**config.mk**
```make
export PLATFORM = sky130hd
export DESIGN_NAME = seq_detect_ctrl
export DESIGN_NICKNAME = d
export VERILOG_FILES = /design/src/rtl/seq_detect_pkg.sv /design/src/rtl/seq_detect_ctrl_core.sv /design/src/rtl/seq_detect_ctrl.sv
export SDC_FILE = /design/constraint.sdc
export NUM_CORES = 1
export LEC_CHECK = 0
export ABC_AREA = 1
export ABC_CLOCK_PERIOD_IN_PS = 3100
export CORE_AREA = 2 2 97 99
export CTS_BUF_LIST = sky130_fd_sc_hd__clkbuf_2 sky130_fd_sc_hd__clkbuf_4 sky130_fd_sc_hd__clkbuf_8
export CTS_CLUSTER_SIZE = 8
export DETAILED_ROUTE_END_ITERATION = 16
export DIE_AREA = 0 0 99 101
export GPL_TIMING_DRIVEN = 0
export PLACE_DENSITY = 0.8
export SLEW_MARGIN = 20
export SYNTH_ARGS = -nofsm -noshare
export SYNTH_HDL_FRONTEND = slang
export SYNTH_HIERARCHICAL = 1
export SYNTH_SLANG_ARGS = --single-unit
```
**constraint.sdc**
```tcl
create_clock -name clk -period 3.1 [get_ports clk]
set_input_delay 0.465 -clock clk [delete_from_list [all_inputs] [get_ports clk]]
set_output_delay 0.465 -clock clk [all_outputs]
set_load 0.02 [all_outputs]
```
**src/rtl/seq_detect_pkg.sv**
```systemverilog
// Shared types, default widths and helpers for the serial pattern detection controller.
package seq_detect_pkg;

    localparam int DEF_PAT_W = 8;
    localparam int DEF_CNT_W = 8;
    localparam int DEF_TMO_W = 16;

    typedef enum logic [2:0] {
        ST_IDLE,
        ST_ARM,
        ST_RUN,
        ST_DONE,
        ST_ERR
    } state_e;

    // A zero length still means a one-bit pattern; lengths past the register width are capped.
    function automatic int clamp_len(input int len, input int max_len);
        int r;
        r = len;
        if (len < 1) begin
            r = 1;
        end else if (len > max_len) begin
            r = max_len;
        end
        return r;
    endfunction

endpackage

```
**src/rtl/seq_detect_ctrl_core.sv**
```systemverilog
// Serial match datapath: shift register, fill counter and length-masked comparison.
// full and match are combinational and describe the window that includes the current bit.
module seq_match_core
    import seq_detect_pkg::*;
#(
    parameter int PAT_W = DEF_PAT_W,
    parameter int LEN_W = $clog2(PAT_W + 1)
) (
    input  logic             clk,
    input  logic             rst,
    input  logic             clr,
    input  logic             vld,
    input  logic             data,
    input  logic [LEN_W-1:0] len,
    input  logic [PAT_W-1:0] pattern,
    output logic             full,
    output logic             match
);

    logic [PAT_W-1:0] sr_q, sr_d;
    logic [PAT_W-1:0] sr_shift;
    logic [PAT_W-1:0] len_mask;
    logic [LEN_W-1:0] fill_q, fill_d;

    // Next shift-register image, window mask and fill tracking for the current bit.
    always_comb begin
        sr_shift = {sr_q[PAT_W-2:0], data};
        for (int i = 0; i < PAT_W; i++) begin
            len_mask[i] = (LEN_W'(i) < len);
        end
        full  = (fill_q >= len) || (vld && ((fill_q + LEN_W'(1)) >= len));
        match = vld && full && (((sr_shift ^ pattern) & len_mask) == '0);

        sr_d   = sr_q;
        fill_d = fill_q;
        if (clr) begin
            sr_d   = '0;
            fill_d = '0;
        end else if (vld) begin
            sr_d = sr_shift;
            if (fill_q < LEN_W'(PAT_W)) begin
                fill_d = fill_q + LEN_W'(1);
            end
        end
    end

    // Shift register and fill count storage.
    always_ff @(posedge clk or negedge rst) begin
        if (!rst) begin
            sr_q   <= '0;
            fill_q <= '0;
        end else begin
            sr_q   <= sr_d;
            fill_q <= fill_d;
        end
    end

endmodule

```
**src/rtl/seq_detect_ctrl.sv**
```systemverilog
// Programmable serial pattern detection controller: config latch, run FSM,
// match counter and no-match timeout around the seq_match_core datapath.
module seq_detect_ctrl
    import seq_detect_pkg::*;
#(
    parameter  int PAT_W = DEF_PAT_W,
    parameter  int CNT_W = DEF_CNT_W,
    parameter  int TMO_W = DEF_TMO_W,
    localparam int LEN_W = $clog2(PAT_W + 1)
) (
    input  logic             clk,
    input  logic             rst,
    input  logic             cfg_wr,
    input  logic [PAT_W-1:0] cfg_pattern,
    input  logic [LEN_W-1:0] cfg_len,
    input  logic [CNT_W-1:0] cfg_target,
    input  logic [TMO_W-1:0] cfg_timeout,
    input  logic             start,
    input  logic             abort,
    input  logic             data_vld,
    input  logic             data,
    output logic             busy,
    output logic             flag,
    output logic [CNT_W-1:0] match_cnt,
    output logic             done,
    output logic             timeout_err
);

    state_e           state_q, state_d;
    logic [PAT_W-1:0] pattern_q, pattern_d;
    logic [LEN_W-1:0] len_q, len_d;
    logic [CNT_W-1:0] target_q, target_d;
    logic [TMO_W-1:0] tlim_q, tlim_d;
    logic [CNT_W-1:0] cnt_q, cnt_d, cnt_inc;
    logic [TMO_W-1:0] tmo_q, tmo_d, tmo_inc;
    logic             busy_q, busy_d;
    logic             flag_q, flag_d;
    logic             done_q, done_d;
    logic             err_q, err_d;

    logic             busy_state;
    logic             core_vld;
    logic             core_clr;
    logic             core_full;
    logic             core_match;

    seq_match_core #(
        .PAT_W (PAT_W),
        .LEN_W (LEN_W)
    ) u_core (
        .clk     (clk),
        .rst     (rst),
        .clr     (core_clr),
        .vld     (core_vld),
        .data    (data),
        .len     (len_q),
        .pattern (pattern_q),
        .full    (core_full),
        .match   (core_match)
    );

    // Run sequencing: config latch when idle, start/abort handling, match counting and timeout.
    always_comb begin
        busy_state = (state_q == ST_ARM) || (state_q == ST_RUN);
        core_vld   = busy_state && data_vld && !abort;
        core_clr   = start && !busy_state && !abort;
        cnt_inc    = (cnt_q == {CNT_W{1'b1}}) ? cnt_q : cnt_q + CNT_W'(1);
        tmo_inc    = (tmo_q == {TMO_W{1'b1}}) ? tmo_q : tmo_q + TMO_W'(1);

        state_d   = state_q;
        pattern_d = pattern_q;
        len_d     = len_q;
        target_d  = target_q;
        tlim_d    = tlim_q;
        cnt_d     = cnt_q;
        tmo_d     = tmo_q;
        flag_d    = 1'b0;
        done_d    = done_q;
        err_d     = err_q;

        if (cfg_wr && !busy_state) begin
            pattern_d = cfg_pattern;
            len_d     = LEN_W'(clamp_len(int'(cfg_len), PAT_W));
            target_d  = cfg_target;
            tlim_d    = cfg_timeout;
        end

        if (abort) begin
            state_d = ST_IDLE;
            done_d  = 1'b0;
            err_d   = 1'b0;
        end else begin
            case (state_q)
                ST_IDLE, ST_DONE, ST_ERR: begin
                    if (start) begin
                        state_d = ST_ARM;
                        cnt_d   = '0;
                        tmo_d   = '0;
                        done_d  = 1'b0;
                        err_d   = 1'b0;
                    end
                end
                ST_ARM, ST_RUN: begin
                    if (core_match) begin
                        flag_d = 1'b1;
                        cnt_d  = cnt_inc;
                        tmo_d  = '0;
                        if ((target_q != '0) && (cnt_inc == target_q)) begin
                            state_d = ST_DONE;
                            done_d  = 1'b1;
                        end else begin
                            state_d = ST_RUN;
                        end
                    end else begin
                        tmo_d = tmo_inc;
                        if ((tlim_q != '0) && (tmo_inc == tlim_q)) begin
                            state_d = ST_ERR;
                            err_d   = 1'b1;
                        end else if (core_full) begin
                            state_d = ST_RUN;
                        end
                    end
                end
                default: state_d = ST_IDLE;
            endcase
        end

        busy_d = (state_d == ST_ARM) || (state_d == ST_RUN);
    end

    // State, latched configuration, counters and registered outputs.
    always_ff @(posedge clk or negedge rst) begin
        if (!rst) begin
            state_q   <= ST_IDLE;
            pattern_q <= '0;
            len_q     <= LEN_W'(PAT_W);
            target_q  <= '0;
            tlim_q    <= '0;
            cnt_q     <= '0;
            tmo_q     <= '0;
            busy_q    <= 1'b0;
            flag_q    <= 1'b0;
            done_q    <= 1'b0;
            err_q     <= 1'b0;
        end else begin
            state_q   <= state_d;
            pattern_q <= pattern_d;
            len_q     <= len_d;
            target_q  <= target_d;
            tlim_q    <= tlim_d;
            cnt_q     <= cnt_d;
            tmo_q     <= tmo_d;
            busy_q    <= busy_d;
            flag_q    <= flag_d;
            done_q    <= done_d;
            err_q     <= err_d;
        end
    end

    assign busy        = busy_q;
    assign flag        = flag_q;
    assign match_cnt   = cnt_q;
    assign done        = done_q;
    assign timeout_err = err_q;

endmodule
```
==> results.cfg <==
[logic_synthesis]
yosysTopAreaCellShare = 0.4062
ys.flop_type = dfrtp_1
ys_types = 36
syn_avg_cell_area_um2 = 7.069
synth_edf_count = 0
async_flop_share = 1.000
syn-instance-count = 671
synth.most_common_cell = nand2_1
yosys_warnings = 6
yosys-top-cells-area = dfrtp_1 (41%), nand2_1 (17%), inv_1 (7.3%), nand3_1 (6.2%), o21ai_0 (6.2%)
syn-num-nets = 725
synth_largest_area_cell = dfrtp_1
yosys_register_bits = 78
synth_seq_area_share = 0.4118
yosys-top-cells-count = nand2_1 (218), inv_1 (92), dfrtp_1 (77)
syn_area_um2 = 4743

[cts]
cts-root-buf = clkbuf_8
h-tree-depth = 3
cts_tree = built
cts_buffers = 9
clk_latency_ns = 0.36
cts_hold_buf = 0
clockBufferDepth = 2
cts.sinks = 78
clk_pin_slew_ns = 0.09

[pwr]
power_density_nw_per_um2 = 656.1
p_sw_frac = 0.4172
cellLeakagePower_nw = 2.815
finalPower_w = 0.003693
power.internal_w = 0.002152
clkPwrFrac = 0.192
power.switching_w = 0.001541
p_comb_frac = 0.392
peakVddDrop_uv = 341.3
seqPwrFrac = 0.416

[worst_setup_path]
required_ns = 3.38
critPathLaunch = u_core/fill_q[0]
reg2reg_setup_slack_ns = 0.38
setup.worst_path.end_class = register
worstSetupEndpoint = tmo_q[11]
critPathLaunchType = register
critPathMaxFanout = 10
arrival_ns = 3.00
ff2ff_path_depth = 14
rr_endpoint = tmo_q[11]
r2r_start = u_core/fill_q[0]
worst-setup-path-type = register to register

[cells_and_area]
nNetsFinal = 791
diodes = 0
final_cell_area_um2 = 5629
areaGrowthSynthToFinish_pct = 18.68
drive_above_1_share = 0.05938

[placed_design]
preCtsSetupSlack_ns = -0.1635
routabilityCongestion = 0.9167
port-buffer-count = 54
place_area_um2 = 5448
dpl.hpwl_mm = 9.562

[timing]
maxSlewViolCount = 0
fmax_mhz = 368.1
tightestPinTransition_ns = 0.6033
post-route-min-period_ns = 2.716
finalHoldViolCount = 0
finalSetupTns_ns = 0
setup-violations-final = 0
worst_slack_ns = 0.3835
relSlewSlack = 0.5956
finalClockSkew_ns = 0.008851
period_share = 0.8763
rsz0062_at_grt = no

[global_route]
overflow = 0
track_usage = 0.2624
antenna_found_initial = 0
grt_pass1_wl_mm = 20.91
grt_pass1_vias = 4601
grt_max_degree = 47

[drt]
drtIter0Drc = 288
routedWlPerCell_um = 14.54
vias_per_cell = 5.399
drc = 0
dr.pass1.iters = 5
vias = 4600
finalWirelength_mm = 12.39
ant_nets = 0

[die]
ioPinCount = 55
die_area_um2 = 9999
initial_utilization = 0.5284
core_um2 = 8977
rows = 35
die_h_um = 101
die_x_um = 99

[run_status]
status = finished, final reports clean

[run]
cap_violations = 0

[worst_hold_path]
hp-class = input pin to async pin
[critical path, cell delays in order, from the launching register on]
cell and delay (ns):
dfrtp_1 0.44, ha_1 0.23, xnor2_1 0.21, inv_1 0.07, ha_1 0.27, nand2_1 0.06
inv_1 0.03, nand2_1 0.05, nand2_1 0.06, o21ai_0 0.23, nor2_2 0.09, inv_1 0.19
clkbuf_1 0.45, nand3_1 0.16, o21ai_0 0.10
[metal layers]
layer,share of wire,global-route usage,vias up
li1,-,-,2273
met4,0.027,0.09694,0
met2,0.51,0.4740,119
met5,0,0,-
met1,0.41,0.3105,2185
met3,0.052,0.04993,23
[registers in the layout (all words and copies together), names as in the netlist]
signal and flops:
u_core/sr_q 7, timeout_err 1, tlim_q 16, flag 1
target_q 8, u_core/fill_q 4, match_cnt 8, busy 1
len_q 4, done 1, pattern_q 8, state_q 3
tmo_q 16
[worst min path at each step]
| stage | startpoint | end | slack (ns) |
|---|---|---|---|
| after floorplan | rst | busy | 0.17 |
| after global placement | pattern_q[0] | pattern_q[0] | 0.48 |
| after detailed placement | rst | tmo_q[1] | 0.44 |
| after CTS | rst | tmo_q[1] | 0.06 |
| after global routing | rst | tlim_q[0] | 0.07 |
| final | rst | tmo_q[1] | 0.05 |
[logic make-up after synthesis]
family / Yosys count / synth area share
adders and majority gates: 11 / 0.02902
and+or+nand+nor: 369 / 0.3416
AOI/OAI and AO/OA: 91 / 0.1031
xor gates and xnor gates: 15 / 0.02770
buffers and inverters: 107 / 0.08679
DFF: 78 / 0.4118
[cell usage in the layout (no fill, tap or decap), drive strengths merged]
cell	netlist	layout
xor2	12	12
or2	2	2
dfstp	1	1
ha	11	11
clkinv	1	4
a21oi	9	9
nand2	224	224
nor4	6	6
buf	1	3
clkdlybuf4s50	0	53
xnor2	3	3
o22ai	13	13
inv	95	95
clkbuf	10	21
nand4	8	8
clkinvlp	0	1
nand3	60	60
nor2	61	61
nand3b	3	3
o2111ai	1	1
dfrtp	77	77
o21bai	3	3
o21ai	64	64
a21o	1	1
nor3	5	5
[stage by stage]
stage / cells / util / hold WS [ns]
detailed placement: 837 / 0.6068 / 0.4437
finish: 852 / 0.6270 / 0.05075
CTS: 852 / 0.6262 / 0.06281
global route: 852 / 0.6270 / 0.07431
floorplan: 671 / - / 0.1694
global placement: 836 / 0.6040 / 0.4837
[area by class of cell]
class / count / area [um2]
clock inverters: 4 / 22.52
well taps: 111 / 138.9
fillers: 800 / 3348
clock buffers: 11 / 151.4
flip-flops and latches: 78 / 1953
multi-input cells: 486 / 2386
plain buffers: 11 / 48.80
inverters: 96 / 362.8
repair buffers: 55 / 565.5
[timing repair]
item	CTS	global route
resized for setup	0	2
buffers inserted	0	0
setup endpoints to repair	0	8
[power groups by stage]
stage	sequential [W]	combinational (W)	clock, W
detailed placement	0.00155	0.00144	0
global placement	0.00154	0.00137	0
CTS	0.00153	0.00145	0.000713
finish	0.00154	0.00145	0.000708
global route	0.00158	0.00168	0.000754
floorplan	0.00149	0.00104	0
No activity file was read; power rests on OpenSTA's default activity.
==> patch (config.mk and constraints unchanged) <==
Make the reset (`rst`) synchronous in 2 clocked blocks.
--- a/src/rtl/seq_detect_ctrl_core.sv
+++ b/src/rtl/seq_detect_ctrl_core.sv
@@ -45,7 +45,7 @@
     end
 
     // Shift register and fill count storage.
-    always_ff @(posedge clk or negedge rst) begin
+    always_ff @(posedge clk) begin
         if (!rst) begin
             sr_q   <= '0;
             fill_q <= '0;
--- a/src/rtl/seq_detect_ctrl.sv
+++ b/src/rtl/seq_detect_ctrl.sv
@@ -129,7 +129,7 @@
     end
 
     // State, latched configuration, counters and registered outputs.
-    always_ff @(posedge clk or negedge rst) begin
+    always_ff @(posedge clk) begin
         if (!rst) begin
             state_q   <= ST_IDLE;
             pattern_q <= '0;
Function: differs if rst is asserted again (counterexample within 4 cycles, from zero or initial values and one cycle with rst low); with rst held inactive, the same outputs for 4 cycles.
==> patch against the original RTL <==
- wire length is 2.8% lower
- sequential share of layout area is 5.9 points lower
- sequential cell count stayed put
- setup slack better by 0.020 ns
- cell area is 3.8% lower
- synthesized area is 4.6% lower
- via count is 2.9% higher
Power is not compared: it rests on default switching activity, and its combinational part moved more than twofold at a synthesized area within 25%.
==> patch: results (changes against the original RTL) <==
** Final layout
- # fillers :: 860 (+7.5%)
- The share of final-layout standard cells stronger than drive strength 1 is 0.0585 (-0.000855).
- The net total in the final layout came to 835 (+5.6%).

** Clock tree
- Buffer count from post-CTS setup fixing :: 0 (unchanged)

** Detailed routing
- Highest Signal Layer :: met4
- The routed length on met2 came to 6000 um (-4.6%).
- Wire length on met3 :: 626 um (-3.7%)
- Metal-1 WL :: 4950 um (-2.9%)
- The number of vias per cell came to 5.28 (-2.3%).
- Starting DRT DRC Count :: 242 (-16%)
- Post-detailed-routing wire length :: 12000 um (-2.8%)
- Drt pass-1 iters :: 6 (+1)

** Logic synthesis
- The async set or reset register ratio after synthesis came to 0 (-1.00).
- The parity-gate share of the synthesized area counting xor and xnor cells was 0.0348 (+0.00713).
- The post-synthesis net count is 770 (+6.2%).
- Number of distinct library cells after synthesis :: 32 (-11%)
- Largest cells by area after synthesis :: dfxtp_1, nand2_1, nor2_1, inv_1, a21oi_1
- Most frequent cells after synthesis :: nand2_1, nor2_1, inv_1, dfxtp_1, a21oi_1
- The share of the synthesized area in compound gates (AO/OA/AOI/OAI) came to 0.127 (+0.0243).
- Portion of the post-synthesis area used by sequential elements :: 0.345 (-0.0668)
- Arithmetic-cell share of the synthesized area counting full adders, half adders and majority gates :: 0.0304 (+0.00139)

** Timing
- The worst setup skew after layout is 0.0119 ns (+0.00301 ns).
- The worst hold-check slack came to 0.485 ns (+0.434 ns).
- The worst-margin pin slew was 0.607 ns (+0.00406 ns).

** Global routing
- Combined global-route utilization of all metal layers :: 0.252 (-0.0101)
- Wire length of the first global-routing pass :: 20400 um (-2.5%)
- The via count of the first global-routing pass was 4686 (+1.8%).
- The maximum number of pins on one net before global-route repair was 15 (-68%).

** Power and ir drop
- IR drop worst, VDD :: 0.222 mV

** Critical path
- Beginning of the worst register-to-register path :: u_core/fill_q[0]$_SDFFE_PP0P_
- Maximum fanout count along the critical path :: 10 (unchanged)
- On the critical path the largest part of the delay comes from simple AND/OR/NAND/NOR gates.
- Arrival time at the worst endpoint :: 2.98 ns (-0.02 ns)
- Number of cells on the worst reg-to-reg path :: 15 (+1)
- Slowest stage cell, crit path :: dfxtp_1
- Reg-to-reg critical path endpoint :: tmo_q[9]$_SDFFE_PN0P_
- Biggest cell delay along the critical path :: 0.39 ns (-0.06 ns)
- Slack of the worst reg-to-reg path :: 0.40 ns (+0.02 ns)

** Hold path
- The path class of the tightest hold or removal check is reg2reg.

** Placement
- Final weighted congestion in routability-driven placement :: 0.959 (+4.6%)
- Dpl hpwl :: 9160 um (-4.2%)
- The count of input and output buffers came to 54 (unchanged).

** Floorplanning
- The floorplan die width was 99 um (unchanged).

** Run status
- The run finished with clean final reports.
## patch: cell count changes after synthesis, sizes merged, moves of 13 or more
cell   delta
inv      -14
dfrtp    -77
nor2     +34
dfxtp    +78
o21ai    -18
o22ai    -13
a21oi    +48
## patch: how the worst max path moves through the flow
stage	start	endpoint	cells past startpoint
after floorplan	u_core/fill_q[0]$_SDFFE_PP0P_	tmo_q[3]$_SDFFE_PN0P_	15
after global placement	abort	tmo_q[7]$_SDFFE_PN0P_	13
after detailed placement	abort	tmo_q[9]$_SDFFE_PN0P_	13
after CTS	u_core/fill_q[0]$_SDFFE_PP0P_	tmo_q[9]$_SDFFE_PN0P_	15
after global routing	tmo_q[0]$_SDFFE_PN0P_	busy$_SDFF_PN0_	18
final	u_core/fill_q[0]$_SDFFE_PP0P_	tmo_q[9]$_SDFFE_PN0P_	15
## patch: cell type report
type | instances | area, um2 | area share
Clock buffer | 10 | 138 | 0.0254
Clock inverter | 6 | 68.8 | 0.0127
Buffer | 18 | 87.6 | 0.0162
Timing Repair Buffer | 54 | 541 | 0.0998
Tap cell | 111 | 139 | 0.0256
Inverter | 81 | 304 | 0.0561
Multi-Input combinational cell | 539 | 2580 | 0.476
Sequential cell | 78 | 1560 | 0.288
## patch: cell families after synthesis
logic type      after synthesis
simple gates                400
compound gates              110
buf+inv                      99
flops                        78
xor+xnor                     18
fa+ha+maj                    11
## patch: metrics by stage
step            util  std cells  cell area [um2]  setup WS, ns
6_report       0.603        897             5420         0.404
5_1_grt        0.603        897             5420        0.0721
4_1_cts        0.603        897             5410         0.216
3_5_place_dp   0.580        881             5210         0.149
3_3_place_gp   0.580        881             5210         0.190
2_1_floorplan      -        716             4530         0.827
## patch: power breakdown
part,internal (uW),switching [uW]
Sequential,1040,33.4
Clock,398,407
Combinational,135,190
Total,1580,630
## patch: worst reg2reg max path: stages, from the launching register on
cell	delay, ns
dfxtp_1	0.39
ha_1	0.19
xor2_1	0.22
ha_1	0.28
nand2_1	0.06
inv_1	0.04
nand2_1	0.05
nand2_1	0.06
o21ai_0	0.22
nor2_2	0.08
nor2_1	0.14
inv_1	0.08
nor2_2	0.30
buf_2	0.30
nand2_1	0.09
a21oi_1	0.12
## patch: metal layers
layer / vias up / track usage
met5: - / 0
met4: 0 / 0.134
met3: 39 / 0.0354
met2: 147 / 0.458
met1: 2118 / 0.286
li1: 2428 / -
## patch: timing repair
item                                   in CTS  in global routing
endpoints found under the hold margin       0                  0
setup endpoints to repair                   0                  9
gates resized for setup                     0                  1
